==> src/rtl/instruction_fetch_unit_pkg.sv <==
// Shared CPU definitions for the fetch side: datapath widths, ISA opcodes,
// the PC increment and the fetch state encoding.
package instruction_fetch_unit_pkg;

    localparam int INSTR_W = 16;
    localparam int ADDR_W  = 16;
    localparam int ENTRY_W = ADDR_W + INSTR_W;

    localparam logic [ADDR_W-1:0] PC_STEP       = 16'd2;
    localparam logic [ADDR_W-1:0] PC_ALIGN_MASK = 16'hFFFE;

    // ISA major opcodes (Instruction[15:12])
    localparam logic [3:0] OP_ADD  = 4'h0;
    localparam logic [3:0] OP_SUB  = 4'h1;
    localparam logic [3:0] OP_AND  = 4'h2;
    localparam logic [3:0] OP_OR   = 4'h3;
    localparam logic [3:0] OP_LOAD = 4'h8;
    localparam logic [3:0] OP_STOR = 4'h9;
    localparam logic [3:0] OP_BEQ  = 4'hC;
    localparam logic [3:0] OP_JMP  = 4'hD;
    localparam logic [3:0] OP_HALT = 4'hF;

    typedef enum logic {
        FETCH  = 1'b0,
        HALTED = 1'b1
    } fetch_state_e;

    function automatic logic [3:0] opcode_of(input logic [INSTR_W-1:0] instr);
        return instr[INSTR_W-1:INSTR_W-4];
    endfunction

endpackage

==> src/rtl/instruction_fetch_unit_fetch_queue.sv <==
// DEPTH-entry FIFO of {pc, instr} words; head is read combinationally and
// reads as zero while empty. Flush discards everything and wins over push/pop.
module fetch_queue
    import instruction_fetch_unit_pkg::*;
#(
    parameter int DEPTH = 2
) (
    input  logic               clk,
    input  logic               rst_n,
    input  logic               push,
    input  logic [ENTRY_W-1:0] push_data,
    input  logic               pop,
    input  logic               flush,
    output logic [ENTRY_W-1:0] head_data,
    output logic               full,
    output logic               empty
);

    localparam int PTR_W = (DEPTH > 1) ? $clog2(DEPTH) : 1;
    localparam int CNT_W = $clog2(DEPTH) + 1;

    logic [ENTRY_W-1:0] storage_reg [DEPTH];
    logic [PTR_W-1:0]   head_reg, head_next;
    logic [PTR_W-1:0]   tail_reg, tail_next;
    logic [CNT_W-1:0]   count_reg, count_next;
    logic               do_push;
    logic               do_pop;

    assign full    = (count_reg == CNT_W'(DEPTH));
    assign empty   = (count_reg == '0);
    assign do_push = push && !full && !flush;
    assign do_pop  = pop && !empty && !flush;

    always_comb begin
        head_next  = head_reg;
        tail_next  = tail_reg;
        count_next = count_reg;
        if (flush) begin
            head_next  = '0;
            tail_next  = '0;
            count_next = '0;
        end else begin
            // DEPTH is a power of two, so pointer overflow is the wrap
            if (do_push) tail_next = tail_reg + PTR_W'(1);
            if (do_pop)  head_next = head_reg + PTR_W'(1);
            case ({do_push, do_pop})
                2'b10:   count_next = count_reg + CNT_W'(1);
                2'b01:   count_next = count_reg - CNT_W'(1);
                default: count_next = count_reg;
            endcase
        end
    end

    always_ff @(posedge clk or negedge rst_n) begin
        if (!rst_n) begin
            head_reg  <= '0;
            tail_reg  <= '0;
            count_reg <= '0;
        end else begin
            head_reg  <= head_next;
            tail_reg  <= tail_next;
            count_reg <= count_next;
        end
    end

    // Entry contents need no reset: occupancy alone decides what is visible
    for (genvar gi = 0; gi < DEPTH; gi++) begin : g_entry
        always_ff @(posedge clk) begin
            if (do_push && (tail_reg == PTR_W'(gi))) begin
                storage_reg[gi] <= push_data;
            end
        end
    end

    assign head_data = empty ? '0 : storage_reg[head_reg];

endmodule

==> src/rtl/instruction_fetch_unit.sv <==
// Fetch initiator: drives PC into the combinational instruction memory, queues
// {pc, instr} for decode, handles branch redirect/flush and stops on HALT.
module instruction_fetch_unit
    import instruction_fetch_unit_pkg::*;
#(
    parameter int                DEPTH       = 2,
    parameter logic [ADDR_W-1:0] RESET_PC    = 16'h0000,
    parameter logic [3:0]        HALT_OPCODE = OP_HALT
) (
    input  logic               Clock,
    input  logic               Reset,
    output logic [ADDR_W-1:0]  PC,
    input  logic [INSTR_W-1:0] Instruction,
    input  logic               BranchTaken,
    input  logic [ADDR_W-1:0]  BranchTarget,
    output logic               FetchValid,
    input  logic               FetchReady,
    output logic [INSTR_W-1:0] IR,
    output logic [ADDR_W-1:0]  IRPC,
    output logic               Halted
);

    fetch_state_e      state_reg, state_next;
    logic [ADDR_W-1:0] pc_reg, pc_next;
    logic              q_push;
    logic              q_pop;
    logic              q_flush;
    logic              q_full;
    logic              q_empty;
    logic [ENTRY_W-1:0] q_head;

    always_ff @(posedge Clock or negedge Reset) begin
        if (!Reset) begin
            state_reg <= FETCH;
            pc_reg    <= RESET_PC;
        end else begin
            state_reg <= state_next;
            pc_reg    <= pc_next;
        end
    end

    // Push depends only on registered fullness, so FetchReady never reaches PC
    always_comb begin
        state_next = state_reg;
        pc_next    = pc_reg;
        q_push     = 1'b0;
        q_pop      = 1'b0;
        q_flush    = 1'b0;
        if (BranchTaken) begin
            q_flush    = 1'b1;
            pc_next    = BranchTarget & PC_ALIGN_MASK;
            state_next = FETCH;
        end else begin
            q_pop = !q_empty && FetchReady;
            if ((state_reg == FETCH) && !q_full) begin
                q_push  = 1'b1;
                pc_next = pc_reg + PC_STEP;
                if (opcode_of(Instruction) == HALT_OPCODE) begin
                    state_next = HALTED;
                end
            end
        end
    end

    fetch_queue #(
        .DEPTH (DEPTH)
    ) u_fetch_queue (
        .clk       (Clock),
        .rst_n     (Reset),
        .push      (q_push),
        .push_data ({pc_reg, Instruction}),
        .pop       (q_pop),
        .flush     (q_flush),
        .head_data (q_head),
        .full      (q_full),
        .empty     (q_empty)
    );

    assign PC         = pc_reg;
    assign FetchValid = !q_empty;
    assign IRPC       = q_head[ENTRY_W-1:INSTR_W];
    assign IR         = q_head[INSTR_W-1:0];
    assign Halted     = (state_reg == HALTED);

endmodule

==> config.mk <==
export PLATFORM = sky130hd
export DESIGN_NAME = instruction_fetch_unit
export DESIGN_NICKNAME = d
export VERILOG_FILES = /design/src/rtl/instruction_fetch_unit_pkg.sv /design/src/rtl/instruction_fetch_unit_fetch_queue.sv /design/src/rtl/instruction_fetch_unit.sv
export SDC_FILE = /design/constraint.sdc
export NUM_CORES = 1
export LEC_CHECK = 0
export ABC_AREA = 1
export CORE_AREA = 2 2 126 128
export CTS_CLUSTER_SIZE = 40
export DETAILED_ROUTE_END_ITERATION = 10
export DIE_AREA = 0 0 128 130
export PLACE_DENSITY = 0.45
export SYNTH_ARGS = -nofsm -noshare
export SYNTH_HDL_FRONTEND = slang
export SYNTH_HIERARCHICAL = 1
export SYNTH_SLANG_ARGS = --single-unit
==> constraint.sdc <==
create_clock -name Clock -period 4.6 [get_ports Clock]
set_input_delay 0.46 -clock Clock [delete_from_list [all_inputs] [get_ports Clock]]
set_output_delay 0.46 -clock Clock [all_outputs]
set_load 0.03 [all_outputs]
[Word-level counts from Yosys, hierarchy flattened]
Memory sizes are Yosys's and may differ from the RTL's.
Cells that the tools add are included.
Operators by class
  add/subtract/negate cells: 5
  equal/unequal tests: 4
  mux-type cells: 23
  bitwise operators: 2
  reductions and logical operators: 19
Operators by type and width (count)
  $mux 32: 2
  $mux 16: 2
  $reduce_or 32->1: 1
  $mux 1: 17
  $add 16x2->16 const B: 1
  $logic_and 1x1->1: 8
  $reduce_bool 2->1: 4
  $eq 2x2->1 const B: 2
  $eq 4x4->1 const B: 1
  $pmux 2 s2: 1
  $logic_not 1->1: 3
  $reduce_bool 3->1: 1
  $add 1x1->1 const B: 2
  $add 2x1->2 const B: 1
  $eq 2x1->1 const B: 1
  $logic_not 2->1: 1
  $mux 2: 1
  $not 1->1: 2
  $reduce_and 2->1: 1
  $sub 2x1->2 const B: 1
Storage, ports and cells
  register bits after elaboration: 21
  bits in writable memories: 64
  input bits: 36
  output and inout bits: 50
  logic and storage cells: 59
  memories kept: 1
Memories
  u_fetch_queue.storage_reg: words 2, width 32, rd ports 1, clocked after Yosys merged registers in 0, write ports 1, RTL line instruction_fetch_unit_fetch_queue.sv:22  | logic [ENTRY_W-1:0] storage_reg [DEPTH];

[Depth between registers and ports, before layout]
  depth after elaboration: 12
  gate-level depth with buffers: 14
  gate-level depth less buffers: 13

[Hierarchy]
Netlist, hierarchy kept.
By module, submodules not included
  fetch_queue: times used 1, cells each 212, area each 2668.8 µm², seq. area each 2021.9 µm²
  instruction_fetch_unit: times used 1, cells each 162, area each 1101.1 µm², seq. area each 400.4 µm²

[Worst setup path before layout]
No wires, ideal clock.
  path kind: reg-to-reg
  start point: register u_fetch_queue.count_reg[0]
  end point: memory u_fetch_queue/storage_reg[1][0] in the netlist's numbering (enable)
  data arrival time: 3.312 ns
  data required time: 4.139 ns
  setup slack: 0.827 ns
  stages on the path, launching flop included: 10
  path buffers: 1
  period minus slack after synthesis: 3.773 ns
  cell sequence: dfrtp_1 -> inv_2 -> nand2_2 -> inv_1 -> nor2_2 -> nand2_2 -> inv_2 -> buf_4 -> nand2_4 -> nor3_1
On the way
  longest elaborated chain between the ends: 12
RTL lines
  start, declared: RTL line instruction_fetch_unit_fetch_queue.sv:25  | logic [CNT_W-1:0] count_reg, count_next;
  start signal, assigned: RTL line instruction_fetch_unit_fetch_queue.sv:62  | count_reg <= count_next;
  $eq 2x2->1 (*): RTL line instruction_fetch_unit_fetch_queue.sv:29  | assign full = (count_reg == CNT_W'(DEPTH));
  via q_full: RTL line instruction_fetch_unit.sv:28  | logic q_full;
  $logic_not 1->1 (*): RTL line instruction_fetch_unit.sv:55  | if ((state_reg == FETCH) && !q_full) begin
  $logic_and 1x1->1 (*): RTL line instruction_fetch_unit.sv:55
  $mux 1 (*): RTL line instruction_fetch_unit.sv:55
  $mux 1 (*): RTL line instruction_fetch_unit.sv:49  | if (BranchTaken) begin
  via q_push: RTL line instruction_fetch_unit.sv:25  | logic q_push;
  $logic_and 1x1->1 (*) (2 in series): RTL line instruction_fetch_unit_fetch_queue.sv:31  | assign do_push = push && !full && !flush;
  $logic_and 1x1->1: RTL line instruction_fetch_unit_fetch_queue.sv:69  | if (do_push && (tail_reg == PTR_W'(gi))) begin
  $mux 1: RTL line instruction_fetch_unit_fetch_queue.sv:69
  $mux 1 (not written as such): RTL line instruction_fetch_unit_fetch_queue.sv:70  | storage_reg[gi] <= push_data;
  $reduce_or 32->1 (no line)
  $mux 1 (no line)
  end, declared: RTL line instruction_fetch_unit_fetch_queue.sv:22
Mark *: on every way through the listed nets, which the timed path passes. The rest lies on a longest branch.

[Worst setup path after layout]
  start point: register u_fetch_queue.head_reg
  end point: output IRPC[7]
On the way
  longest elaborated chain between the ends: 2
RTL lines
  start, declared: RTL line instruction_fetch_unit_fetch_queue.sv:23  | logic [PTR_W-1:0] head_reg, head_next;
  start signal, assigned: RTL line instruction_fetch_unit_fetch_queue.sv:60  | head_reg <= head_next;
  $mem_v2 2x32
  $mux 32: RTL line instruction_fetch_unit_fetch_queue.sv:75  | assign head_data = empty ? '0 : storage_reg[head_reg];
  end, declared: RTL line instruction_fetch_unit.sv:19  | output logic [ADDR_W-1:0] IRPC,
Every way passes these cells.

==> results.toml <==
[cts]
ctsHoldBuffers = 0
cts.sinks = 84
cts_buffer_depth = 2
htree_num_levels = 3
cts-resized-gates = 0
post_cts_buffers = 0
cts_inserted_buffers = 9
clockRootBuffer = "clkbuf_16"
clk_pin_slew_ps = 60
clk-insertion-delay-late_ps = 340
cts_tree = "yes"

[routing]
drcViolationCount = 0
via_per_inst = 4.309
drt_pass1_iterations = 4
routed_wl_mm = 9.568
drtAntennaViolNets = 0
vias = 2831
drt-initial-drc-count = 133
routedWlPerCell_um = 14.56

[floorplan]
die_w_um = 128
die_h_um = 130
pin_count = 86
num_rows = 46
core_area_um2 = 15420
die_area_um2 = 16640
start_util_pct = 24.44

[worst_hold_path]
worstHoldStart = "PC[15]"
hold_end = "u_fetch_queue/storage_reg[1][31]"
hold_path_depth = 0
worstHoldPathType = "flip-flop to flip-flop"

[critical_path]
critPathCaptureType = "primary output"
worstPathMaxFanout = 21
r2r_cells = 11
cp.required_ps = 4140
r2r-start = "u_fetch_queue/count_reg[0]"
worstSetupStartpointType = "flip-flop"
r2r-end = "u_fetch_queue/storage_reg[0][16]"
path_class = "flip-flop to primary output"
arrival_ps = 2610
ff2ff_setup_slack_ps = 2310

[timing]
post-route-period-util_pct = 66.84
setup_viol = 0
maxSlewViolCount = 0
final.setup.worst_slack_ps = 1525
tns_ps = 0
worstMarginPinSlew_ps = 977.9
skew_ps = 6.777
period_needed_ps = 3075
clock.fmax_mhz = 325.2
hold_viol = 0
relSlewSlack_pct = 34.60
rsz0062_at_grt = "false"

[layout]
utilization_pct = 33.36
num_antenna_cells = 0
syn_to_final_growth_pct = 36.51
largest_reg_flops = 64
final_area_um2 = 5146
nNetsFinal = 498
drive_above_1_share_pct = 9.892

[global_routing]
antenna_found_initial = 0
grt_max_degree = 37
grt_pass1_wl_mm = 15.08
track_usage_pct = 12.10
grt_pass1_vias = 2846
grt-ovfl-total = 0

[pwr]
pwr-share-comb_pct = 38.6
p_seq_share_pct = 35.3
intPower_mw = 1.930
switchingPower_mw = 1.178
irDropWorstVdd_mv = 0.2253
p_leak_nw = 1.991
p_sw_share_pct = 37.90
pwr-share-clk_pct = 26.1
p_per_area_nw_per_um2 = 603.8
finalPower_mw = 3.107

[place]
dp_hpwl_mm = 6.130
port_buffers = 83
post-place-ws_ps = 1853
place_congestion = 0.7557
dpl_cell_area_um2 = 4817

[synthesis]
ys_seq_area_share_pct = 64.25
synth_area_leaders = "edfxtp_1 51%, dfrtp_1 13%, nand2_1 13%, a21oi_1 4.4%, nand3_1 2.7%"
ys_seq_elements = 84
yosys_warnings = 6
synth_area_leader_cell = "edfxtp_1"
synth_top_area_share_pct = 50.98
synth.cell_area_um2 = 3770
ys_types = 31
syn_inst = 374
avgSynthCellArea_um2 = 10.08

[flow_run]
max_cap_viol_count = 0

[run_status]
status = "completed"
-- layer usage --
metal	track usage (%)	part of all wire, %	wire length [um]
met1	15.66	47	4492
met2	19.44	47	4531
met3	3.198	4.1	393
met4	4.848	1.6	150
met5	0	0	0
-- worst max-delay path by stage --
stage / to / slack [ps] / depth (start not counted) / startpoint
after floorplan: u_fetch_queue/storage_reg[1][0] / 830 / 9 / u_fetch_queue/count_reg[0]
after global placement: IRPC[7] / 1850 / 5 / u_fetch_queue/head_reg
after detailed placement: IRPC[7] / 1850 / 5 / u_fetch_queue/head_reg
after CTS: IRPC[7] / 1470 / 5 / u_fetch_queue/head_reg
after global routing: IRPC[11] / 1350 / 5 / u_fetch_queue/head_reg
final: IRPC[7] / 1530 / 5 / u_fetch_queue/head_reg
-- kinds of logic after synthesis --
family,Yosys count,share of synthesized area [%]
and+or+nand+nor,189,22.20
DFF,84,64.25
AOI/OAI and AO/OA,51,7.401
buffers and inverters,46,5.244
xor gates and xnor gates,2,0.4647
adders and majority gates,1,0.3318
other,1,0.09947
-- power by group through the flow --
stage | combinational, mW | clock [mW] | sequential [mW]
after global routing | 1.30 | 0.863 | 1.12
final | 1.20 | 0.810 | 1.10
after global placement | 1.22 | 0 | 1.11
after detailed placement | 1.22 | 0 | 1.12
after CTS | 1.23 | 0.834 | 1.10
after floorplan | 0.666 | 0 | 1.15
-- synth_stat cells, drive strengths merged --
master and count:
nand3 21, ha 1, dfrtp 20, conb 1, inv 30, clkinv 2
o21bai 2, clkbuf 3, a21oi 34, o21ai 9, edfxtp 64, a221oi 1
xor2 2, nand4 4, buf 11, nor2 21, a31oi 1, nand2 140
nor3 3, o211ai 4
-- worst max-delay path, stage by stage, from the launching register on --
cell and delay, ps:
dfrtp_1 370, inv_1 600, buf_4 330, nand2_1 70
a21oi_1 190, clkdlybuf4s50_1 710
-- cell usage in the layout (no fill, tap or decap), types with 3 or more instances in the layout --
cell / netlist / final
nand3_1: 20 / 20
clkinv_2: 1 / 3
nand4_1: 4 / 4
clkbuf_16: 0 / 9
nor2_1: 12 / 12
clkdlybuf4s50_1: 0 / 83
o211ai_1: 4 / 4
o21ai_0: 6 / 6
a21oi_1: 33 / 33
dfrtp_1: 20 / 20
nand2_2: 7 / 7
inv_1: 25 / 25
edfxtp_1: 64 / 64
conb_1: 1 / 3
bufinv_16: 0 / 3
buf_4: 3 / 5
nor2_2: 5 / 5
nor2_4: 4 / 4
nand2_1: 131 / 131
o21ai_1: 3 / 3
inv_2: 4 / 4
-- stage by stage --
step | std cells | hold slack, ps
floorplan | 376 | 164.4
global placement | 642 | 548.0
detailed placement | 642 | 531.8
CTS | 657 | 546.5
global route | 657 | 593.4
finish | 657 | 545.4
-- area by class of cell --
| class | count | area [um2] |
|---|---|---|
| Fill cell | 1584 | 10280 |
| Sequential cell | 84 | 2422 |
| Multi-Input combinational cell | 246 | 1162 |
| Timing Repair Buffer | 88 | 868.3 |
| Tap cell | 192 | 240.2 |
| Clock buffer | 9 | 225.2 |
| Inverter | 32 | 123.9 |
| Clock inverter | 6 | 103.9 |
(Power assumes the default switching activity.)
